### src/rtl/bp_be_loop_prefetch_scheduler_pkg.sv
// Shared types for the loop prefetch scheduler and its stream slots.
package bp_be_loop_prefetch_scheduler_pkg;

  typedef enum logic [0:0] {
    e_bp_default_cfg
  } bp_params_e;

  typedef enum logic [0:0] {
    e_lpf_idle,
    e_lpf_run
  } bp_be_lpf_state_e;

  // Virtual address width implied by a processor configuration
  function automatic int bp_vaddr_width(input bp_params_e cfg);
    case (cfg)
      e_bp_default_cfg: return 39;
      default:          return 39;
    endcase
  endfunction

endpackage

### src/rtl/bp_be_loop_prefetch_scheduler_slot.sv
// One striding stream: address generator, trip/lookahead accounting, retire tracking.
module bp_be_loop_prefetch_slot
  import bp_be_loop_prefetch_scheduler_pkg::*;
  #(parameter int vaddr_width_p  = 39
  , parameter int output_range_p = 8
  , parameter int stride_width_p = 8
  , parameter int lookahead_p    = 4
  )
  (input  logic                      clk
  , input  logic                      reset
  , input  logic                      flush
  , input  logic                      load
  , input  logic [vaddr_width_p-1:0]  load_pc
  , input  logic [vaddr_width_p-1:0]  load_addr
  , input  logic [stride_width_p-1:0] load_stride
  , input  logic [output_range_p-1:0] load_iters
  , input  logic                      issue
  , input  logic                      retire_v
  , input  logic [vaddr_width_p-1:0]  retire_pc
  , output logic                      run
  , output logic [vaddr_width_p-1:0]  pc
  , output logic [vaddr_width_p-1:0]  next_addr
  , output logic                      eligible
  );

  localparam int infl_w = $clog2(lookahead_p + 1);

  bp_be_lpf_state_e            state;
  logic [stride_width_p-1:0]   stride_r;
  logic [output_range_p-1:0]   iters_r, issued_r;
  logic [infl_w-1:0]           inflight_r;
  logic [vaddr_width_p-1:0]    load_step, step;
  logic                        retire, done;

  assign load_step = {{(vaddr_width_p-stride_width_p){load_stride[stride_width_p-1]}}, load_stride};
  assign step      = {{(vaddr_width_p-stride_width_p){stride_r[stride_width_p-1]}}, stride_r};

  assign run      = (state == e_lpf_run);
  assign retire   = run & retire_v & (retire_pc == pc);
  assign done     = (issued_r == iters_r);
  assign eligible = run & ~done & (inflight_r < infl_w'(lookahead_p));

  // Stream state: load/refresh overrides any same-cycle issue or retire
  always_ff @(posedge clk) begin
    if (reset) begin
      state      <= e_lpf_idle;
      pc         <= '0;
      next_addr  <= '0;
      stride_r   <= '0;
      iters_r    <= '0;
      issued_r   <= '0;
      inflight_r <= '0;
    end else if (flush) begin
      state <= e_lpf_idle;
    end else if (load) begin
      pc         <= load_pc;
      next_addr  <= load_addr + load_step;
      stride_r   <= load_stride;
      iters_r    <= load_iters;
      issued_r   <= '0;
      inflight_r <= '0;
      state      <= (load_iters != '0) ? e_lpf_run : e_lpf_idle;
    end else if (run) begin
      if (done) begin
        state <= e_lpf_idle;
      end else begin
        if (issue) begin
          next_addr <= next_addr + step;
          issued_r  <= issued_r + output_range_p'(1);
        end
        if (issue & ~retire)
          inflight_r <= inflight_r + infl_w'(1);
        else if (~issue & retire & (inflight_r != '0))
          inflight_r <= inflight_r - infl_w'(1);
      end
    end
  end

endmodule

### src/rtl/bp_be_loop_prefetch_scheduler.sv
// Loop prefetch scheduler: allocates stream slots from inference results and
// issues one prefetch per cycle round-robin through a one-entry output buffer.
module bp_be_loop_prefetch_scheduler
  import bp_be_loop_prefetch_scheduler_pkg::*;
  #(parameter bp_params_e bp_params_p = e_bp_default_cfg
  , parameter int output_range_p = 8
  , parameter int stride_width_p = 8
  , parameter int entries_p      = 2
  , parameter int lookahead_p    = 4
  , localparam int vaddr_width_p = bp_vaddr_width(bp_params_p)
  )
  (input  logic                      clk_i
  , input  logic                      reset_i
  , input  logic                      loop_v_i
  , input  logic [output_range_p-1:0] loop_iters_i
  , input  logic [vaddr_width_p-1:0]  loop_pc_i
  , input  logic [vaddr_width_p-1:0]  loop_addr_i
  , input  logic [stride_width_p-1:0] loop_stride_i
  , output logic                      loop_yumi_o
  , input  logic                      commit_v_i
  , input  logic [vaddr_width_p-1:0]  commit_pc_i
  , input  logic                      flush_i
  , output logic [vaddr_width_p-1:0]  pf_vaddr_o
  , output logic                      pf_v_o
  , input  logic                      pf_ready_i
  , output logic                      busy_o
  );

  localparam int sel_w = (entries_p > 1) ? $clog2(entries_p) : 1;

  logic [entries_p-1:0]     run, eligible, load_sel, issue;
  logic [vaddr_width_p-1:0] slot_pc   [entries_p];
  logic [vaddr_width_p-1:0] slot_addr [entries_p];
  logic                     match_v, free_v, accept, found, grant_v, take;
  logic [sel_w-1:0]         match_idx, free_idx, load_idx, grant_idx, rr_last;
  logic                     buf_v;
  logic [vaddr_width_p-1:0] buf_addr;

  // Slot selection: a running slot with the same pc is refreshed, else lowest idle slot
  always_comb begin
    match_v   = 1'b0;
    match_idx = '0;
    free_v    = 1'b0;
    free_idx  = '0;
    load_sel  = '0;
    for (int unsigned i = 0; i < entries_p; i++) begin
      if (!match_v && run[i] && (slot_pc[i] == loop_pc_i)) begin
        match_v   = 1'b1;
        match_idx = sel_w'(i);
      end
      if (!free_v && !run[i]) begin
        free_v   = 1'b1;
        free_idx = sel_w'(i);
      end
    end
    accept   = loop_v_i & ~flush_i & ~reset_i & (match_v | free_v);
    load_idx = match_v ? match_idx : free_idx;
    for (int unsigned i = 0; i < entries_p; i++)
      load_sel[i] = accept & (load_idx == sel_w'(i));
  end

  // Round-robin grant: search slots above the last winner first, then wrap around
  always_comb begin
    take      = ~buf_v | pf_ready_i;
    found     = 1'b0;
    grant_idx = rr_last;
    issue     = '0;
    for (int unsigned i = 0; i < entries_p; i++) begin
      if (!found && eligible[i] && (sel_w'(i) > rr_last)) begin
        found     = 1'b1;
        grant_idx = sel_w'(i);
      end
    end
    for (int unsigned i = 0; i < entries_p; i++) begin
      if (!found && eligible[i] && (sel_w'(i) <= rr_last)) begin
        found     = 1'b1;
        grant_idx = sel_w'(i);
      end
    end
    grant_v = found & take & ~flush_i & ~reset_i;
    for (int unsigned i = 0; i < entries_p; i++)
      issue[i] = grant_v & (grant_idx == sel_w'(i));
  end

  for (genvar g = 0; g < entries_p; g++) begin : g_slot
    bp_be_loop_prefetch_slot
      #(.vaddr_width_p (vaddr_width_p)
      , .output_range_p(output_range_p)
      , .stride_width_p(stride_width_p)
      , .lookahead_p   (lookahead_p)
      )
      slot
      (.clk        (clk_i)
      , .reset      (reset_i)
      , .flush      (flush_i)
      , .load       (load_sel[g])
      , .load_pc    (loop_pc_i)
      , .load_addr  (loop_addr_i)
      , .load_stride(loop_stride_i)
      , .load_iters (loop_iters_i)
      , .issue      (issue[g])
      , .retire_v   (commit_v_i)
      , .retire_pc  (commit_pc_i)
      , .run        (run[g])
      , .pc         (slot_pc[g])
      , .next_addr  (slot_addr[g])
      , .eligible   (eligible[g])
      );
  end

  // Output buffer: holds its address while stalled, dropped on flush
  always_ff @(posedge clk_i) begin
    if (reset_i) begin
      buf_v    <= 1'b0;
      buf_addr <= '0;
      rr_last  <= '0;
    end else if (flush_i) begin
      buf_v <= 1'b0;
    end else if (grant_v) begin
      buf_v    <= 1'b1;
      buf_addr <= slot_addr[grant_idx];
      rr_last  <= grant_idx;
    end else if (pf_ready_i) begin
      buf_v <= 1'b0;
    end
  end

  assign loop_yumi_o = accept;
  assign pf_v_o      = buf_v;
  assign pf_vaddr_o  = buf_addr;
  assign busy_o      = (|run) | buf_v;

endmodule

### config.mk
export PLATFORM = sky130hd
export DESIGN_NAME = bp_be_loop_prefetch_scheduler
export DESIGN_NICKNAME = d
export VERILOG_FILES = /design/src/rtl/bp_be_loop_prefetch_scheduler_pkg.sv /design/src/rtl/bp_be_loop_prefetch_scheduler_slot.sv /design/src/rtl/bp_be_loop_prefetch_scheduler.sv
export SDC_FILE = /design/constraint.sdc
export NUM_CORES = 1
export LEC_CHECK = 0
export BUFFER_PORTS_ARGS = -buffer_cell sky130_fd_sc_hd__clkbuf_2
export CAP_MARGIN = 20
export CORE_MARGIN = 5
export CORE_UTILIZATION = 50
export CTS_BUF_LIST = sky130_fd_sc_hd__clkbuf_8
export DETAILED_ROUTE_END_ITERATION = 7
export PLACE_DENSITY = 0.69
export SYNTH_ARGS = -nofsm -noshare
export SYNTH_HDL_FRONTEND = slang
export SYNTH_HIERARCHICAL = 1
export SYNTH_SLANG_ARGS = --single-unit
### constraint.sdc
create_clock -name clk_i -period 7.3 [get_ports clk_i]
set_input_delay 1.095 -clock clk_i [delete_from_list [all_inputs] [get_ports clk_i]]
set_output_delay 1.095 -clock clk_i [all_outputs]
set_load 0.01 [all_outputs]
Word level (Yosys, flattened, before mapping):

Cells that the tools add are included.

* bits in registers: 253
* input port bits: 139
* output and inout bits: 42

* add/sub/neg operators: 9
* order comparisons: 7
* equal/unequal tests: 8
* mux-type cells: 53
* bitwise operators: 39
* reduce and logical (&&, ||, !) cells: 35

Operators with widths (number)
* 39-bit 2-to-1 mux: 11
* 39-bit equality test: 4
* 39-bit adder: 3
* 8-bit 2-to-1 mux: 8
* 3-bit 2-to-1 mux: 10
* 1-bit AND: 24
* 1-bit 2-to-1 mux: 24
* 8-bit by 1-bit adder with 8-bit output, second input constant: 2
* 8-bit equality test: 2
* 4-bit AND reduction: 4
* 3-bit nonzero test: 4
* 1-bit logical AND: 11
* 1-bit inverter: 11
* 2-bit nonzero test: 5
* 8-bit nonzero test: 1
* 3-bit by 1-bit adder with 3-bit output, second input constant: 2
* 3-bit less-than comparator, second input constant: 2
* 2-bit AND reduction: 3
* 3-bit by 1-bit subtractor with 3-bit output, second input constant: 2
* 1-bit zero test: 5
* 2-bit by 1-bit inequality test with 1-bit output, second input constant: 2
* 2-bit OR reduction: 2
* 1-bit OR: 3
* 2-bit greater-or-equal comparator, second input constant: 1
* 3 further kinds: 5

Depth between registers and ports, before layout:

* depth in word-level cells: 30
* depth in mapped cells: 15
* mapped depth without buffers: 14

Modules after synthesis:

Netlist, hierarchy kept.

Modules (own cells, without submodules)
* bp_be_loop_prefetch_slot at g_slot[1].slot: instances 1, cells each 1160, area an instance 8793.4 µm², seq. area each 2122.0 µm²
* bp_be_loop_prefetch_slot at g_slot[0].slot: instances 1, cells each 1175, area an instance 8709.6 µm², seq. area each 2122.0 µm²
* bp_be_loop_prefetch_scheduler: instances 1, cells each 304, area an instance 2733.9 µm², seq. area each 820.8 µm²

Worst setup path before layout:

OpenSTA, ideal clock, no wires.

* path type: input -> register
* from: input loop_pc_i[9]
* to: register g_slot[1].slot.next_addr[38]
* arrival time: 3452 ps
* data required time: 7165 ps
* setup slack: 3713 ps
* cell stages on the path: 12
* cells stage by stage: xnor2_1 nand4_1 or3_4 o32a_1 nor3_2 clkbuf_1 inv_1 a21o_1 buf_6 nor2_1 and3_1 nor4_1

* word-level cells in the longest chain between the ends: 12
* elaborated cells between the ends (all ways): 18
* classes of those cells: eq/ne (3); mux (5); bitwise (3); reduce/logical (7)

Ends and longest elaborated chain
* from (decl): line bp_be_loop_prefetch_scheduler.sv:16 `, input logic [vaddr_width_p-1:0] loop_pc_i`
* 39-bit equality test: line bp_be_loop_prefetch_scheduler.sv:47 `if (!match_v && run[i] && (slot_pc[i] == loop_pc_i)) begin`
* 1-bit logical AND: line bp_be_loop_prefetch_scheduler.sv:47
* 1-bit 2-to-1 mux: line bp_be_loop_prefetch_scheduler.sv:47
* 1-bit zero test: line bp_be_loop_prefetch_scheduler.sv:47
* 1-bit logical AND (2 in a row): line bp_be_loop_prefetch_scheduler.sv:47
* 1-bit 2-to-1 mux: line bp_be_loop_prefetch_scheduler.sv:47
* 1-bit OR: line bp_be_loop_prefetch_scheduler.sv:56 `accept = loop_v_i & ~flush_i & ~reset_i & (match_v | free_v);`
* 1-bit AND: line bp_be_loop_prefetch_scheduler.sv:56
* 1-bit AND *: line bp_be_loop_prefetch_scheduler.sv:59 `load_sel[i] = accept & (load_idx == sel_w'(i));`
* named net load_sel[1]: line bp_be_loop_prefetch_scheduler.sv:31 `logic [entries_p-1:0] run, eligible, load_sel, issue;`
* 2-bit by 1-bit inequality test with 1-bit output (no source line) or 2-bit nonzero test (tied branches)
* 4-bit AND reduction (no source line)
* to (signal assigned): line bp_be_loop_prefetch_scheduler_slot.sv:57 `next_addr <= load_addr + load_step;`
* to (signal assigned): line bp_be_loop_prefetch_scheduler_slot.sv:68 `next_addr <= next_addr + step;`
* to (decl): line bp_be_loop_prefetch_scheduler_slot.sv:22 `, output logic [vaddr_width_p-1:0] next_addr`

Mark *: on every way through the listed nets, which the timed path passes. The rest lies on a longest branch.
A chain may end at the register's enable or synchronous reset.

Worst setup path in the final report:

* from: input loop_pc_i[3]
* to: register g_slot[1].slot.pc[20]

* word-level cells in the longest chain between the ends: 11
* elaborated cells between the ends (all ways): 14
* classes of those cells: eq/ne (2); mux (4); bitwise (3); reduce/logical (5)

Ends and longest elaborated chain
* 39-bit equality test: line bp_be_loop_prefetch_scheduler.sv:47
* 1-bit logical AND: line bp_be_loop_prefetch_scheduler.sv:47
* 1-bit 2-to-1 mux: line bp_be_loop_prefetch_scheduler.sv:47
* 1-bit zero test: line bp_be_loop_prefetch_scheduler.sv:47
* 1-bit logical AND (2 in a row): line bp_be_loop_prefetch_scheduler.sv:47
* 1-bit 2-to-1 mux: line bp_be_loop_prefetch_scheduler.sv:47
* 1-bit OR: line bp_be_loop_prefetch_scheduler.sv:56
* 1-bit AND: line bp_be_loop_prefetch_scheduler.sv:56
* 1-bit AND *: line bp_be_loop_prefetch_scheduler.sv:59
* named net load_sel[1]: line bp_be_loop_prefetch_scheduler.sv:31
* 2-bit AND reduction (no source line) *
* to (signal assigned): line bp_be_loop_prefetch_scheduler_slot.sv:56 `pc <= load_pc;`
* to (decl): line bp_be_loop_prefetch_scheduler_slot.sv:21 `, output logic [vaddr_width_p-1:0] pc`

Marked as above.

==> reports/qor.yml <==
synth:
  yosysSeqAreaShare_pct: 25.0
  syn-num-nets: 2938
  synth.distinct_cells: 99
  synth-async-reset-ratio_pct: 0
  synth_warnings: 6
  syn_area_sq_um: 20200
  synth_edf_count: 0
  netlist.area_leader.share_pct: 25.0
  yosys.area.top_type: "dfxtp_1"
  synth_flop_cell: "dfxtp_1"
  syn_inst: 2639
  ys_top_cells_by_area: "dfxtp_1 25%, ha_1 9.5%, xnor2_1 8.4%"
  synth_seq_cells: 253
  synth.avg_cell_area_sq_um: 7.67
route:
  drc: 0
  vias: 20300
  finalWirelength_um: 69600
  vias_per_cell: 6.11
  postRouteAntennaNets: 0
  avgRoutedWirePerCell_um: 21.0
  first_pass_iters: 5
  drtIter0Drc: 1978
power_and_ir_drop:
  leakage_uw: 0.00944
  ir_worst_vdd_mv: 0.121
  power_uw: 3630
  power_density_nw_per_um2: 161
clock_network:
  root_buffer: "clkbuf_8"
  cts_resized: 0
  clk_latency_ps: 660
  htreeDepth: 2
  cts.sinks: 253
  clk_path_buf_depth: 3
  holdBufCountCts: 0
  cts_buffers: 50
  cts_tree: "built"
  clk_pin_slew_ps: 70
  post-cts-setup-buffer-count: 0
worst_setup_path:
  critPathSlowestCell: "nor2_4"
  timing_worst_setup_path_type: "in -> reg"
  startpoint_type: "primary input"
  critical-path-max-stage-delay_ps: 850
  required_ps: 7850
  crit_path_frequent_cell: "buf_4"
  crit_path_cell_trace: "clkbuf_2 > xor2_1 > nor4_1 > nand4_1 > o32a_1 > nor3_4 > buf_4 > inv_1 > nor2_4 > buf_4 > nand2_1 > a21oi_1"
  cp_data_arrival_time_ps: 5170
  rrSetupSlack_ps: 2930
  crit_path_max_fanout: 55
  critPathCaptureType: "flop"
sta:
  max-slew-margin-rel_pct: 31.5
  drv_slew: 0
  layout_min_cycle_time_ps: 4620
  rsz0062_at_grt: "false"
  setup_violations: 0
  tightest_slew_ps: 1020
  min_period_over_period_pct: 63.2
  skew_ps: 49.2
  hold_viol: 0
  tns_ps: 0
  fmax_mhz: 217
grt:
  antenna_found_initial: 0
  grt_pass1_vias: 19400
  grt-ovfl-total: 0
  grt_pass1_wl_um: 108000
  track_usage_pct: 29.9
  grt_max_degree: 89
floorplanning:
  rows: 73
  core_sq_um: 39900
  start_util_pct: 50.7
  ioPinCount: 181
  die_y_um: 211
  die_w_um: 211
  die_area_sq_um: 44600
placement:
  placement.io_buffers: 180
  dp_hpwl_um: 52800
  place_congestion: 0.961
finish:
  final_cell_mix: "368 x nand2_1, 319 x a21oi_1, 253 x dfxtp_1, 215 x nor2_1, 193 x xnor2_1"
  antenna_cells: 0
  area_growth_pct: 11.1
  nNetsFinal: 3056
  layout_commonest_cell: "nand2_1"
  n_fill_cell: 3809
  drive_above_1_share_pct: 11.7
outcome:
  status: "complete, no violations"
worst_hold_path:
  hp-class: "reg -> reg"
flow_run:
  maxCapViolCount: 0
==> cells in the mapped netlist, drive strengths merged (15+ instances only) <==
| master | count |
|---|---|
| o21bai | 22 |
| buf | 29 |
| mux2i | 46 |
| o21a | 15 |
| nand3 | 44 |
| clkbuf | 102 |
| o21ai | 132 |
| a211oi | 83 |
| xnor2 | 193 |
| a21o | 82 |
| nand2 | 370 |
| or3 | 17 |
| nor2 | 219 |
| xor2 | 127 |
| ha | 154 |
| nor3 | 47 |
| nor4 | 28 |
| o211ai | 18 |
| nand4 | 65 |
| inv | 51 |
| nor2b | 22 |
| a31oi | 15 |
| dfxtp | 253 |
| a21oi | 326 |
==> worst max-delay path, delay by kind of cell <==
kind | cells | cell delay [ps]
compound gates | 2 | 520
xor+xnor | 1 | 170
simple gates | 5 | 1730
buf+inv | 4 | 1590
==> through the flow <==
step	utilization (%)	setup WS, ps	instance area [sq um]	std cells	hold WS, ps
global placement	53.7	2220	21400	3230	447
global route	56.3	2500	22500	3320	483
floorplan	-	3710	20200	2639	440
detailed placement	53.7	2100	21400	3230	451
CTS	56.3	2760	22500	3320	458
finish	56.3	2680	22500	3320	461
==> logic make-up (layout without fill, tap and decap cells) <==
kind of cell	after synthesis	after routing	share of synthesized area, %
compound gates	810	810	25.7
xor+xnor	320	320	13.8
fa+ha+maj	160	160	10.1
buf+inv	183	339	3.77
flops	253	253	25.0
mux	46	46	2.28
simple gates	867	867	19.3
==> layout make-up <==
| cell class | count | area [sq um] | area share, % |
|---|---|---|---|
| multi-input cells | 2203 | 14500 | 64.4 |
| flip-flops and latches | 253 | 5060 | 22.5 |
| repair buffers | 198 | 1040 | 4.63 |
| clock buffers | 64 | 881 | 3.92 |
| well taps | 525 | 657 | 2.92 |
| inverters | 51 | 191 | 0.851 |
| clock inverters | 26 | 164 | 0.729 |
==> state kept, by name, indices dropped and copies added (netlist names) <==
| signal | flops |
|---|---|
| g_slot.slot/issued_r | 16 |
| pf_v_o | 1 |
| g_slot.slot/next_addr | 78 |
| g_slot.slot/run | 2 |
| g_slot.slot/pc | 78 |
| pf_vaddr_o | 39 |
| g_slot.slot/stride_r | 16 |
| g_slot.slot/inflight_r | 6 |
| rr_last | 1 |
| g_slot.slot/iters_r | 16 |
==> routing by layer <==
| metal | part of all wire (%) | track usage [%] | vias up |
|---|---|---|---|
| met2 | 45 | 48.4 | 813 |
| met5 | 0 | 0 | - |
| met3 | 7.3 | 4.47 | 124 |
| li1 | - | - | 9741 |
| met4 | 3.2 | 9.75 | 0 |
| met1 | 44 | 41.0 | 9592 |
==> report_power, final <==
part | switching, uW | internal, uW
combinational | 441 | 265
sequential | 16.2 | 1400
clock | 681 | 825
total | 1140 | 2490
==> final timing paths <==
| kind | start | endpoint | cells after the start |
|---|---|---|---|
| setup / recovery | loop_pc_i[3] | g_slot[1].slot/pc[20] | 12 |
| hold / removal | g_slot[0].slot/stride_r[6] | g_slot[0].slot/stride_r[6] | 2 |
| setup reg to reg | g_slot[1].slot/pc[3] | g_slot[1].slot/pc[20] | 11 |
| hold reg to reg | g_slot[0].slot/stride_r[6] | g_slot[0].slot/stride_r[6] | 2 |
No activity file was read; power rests on OpenSTA's default activity.
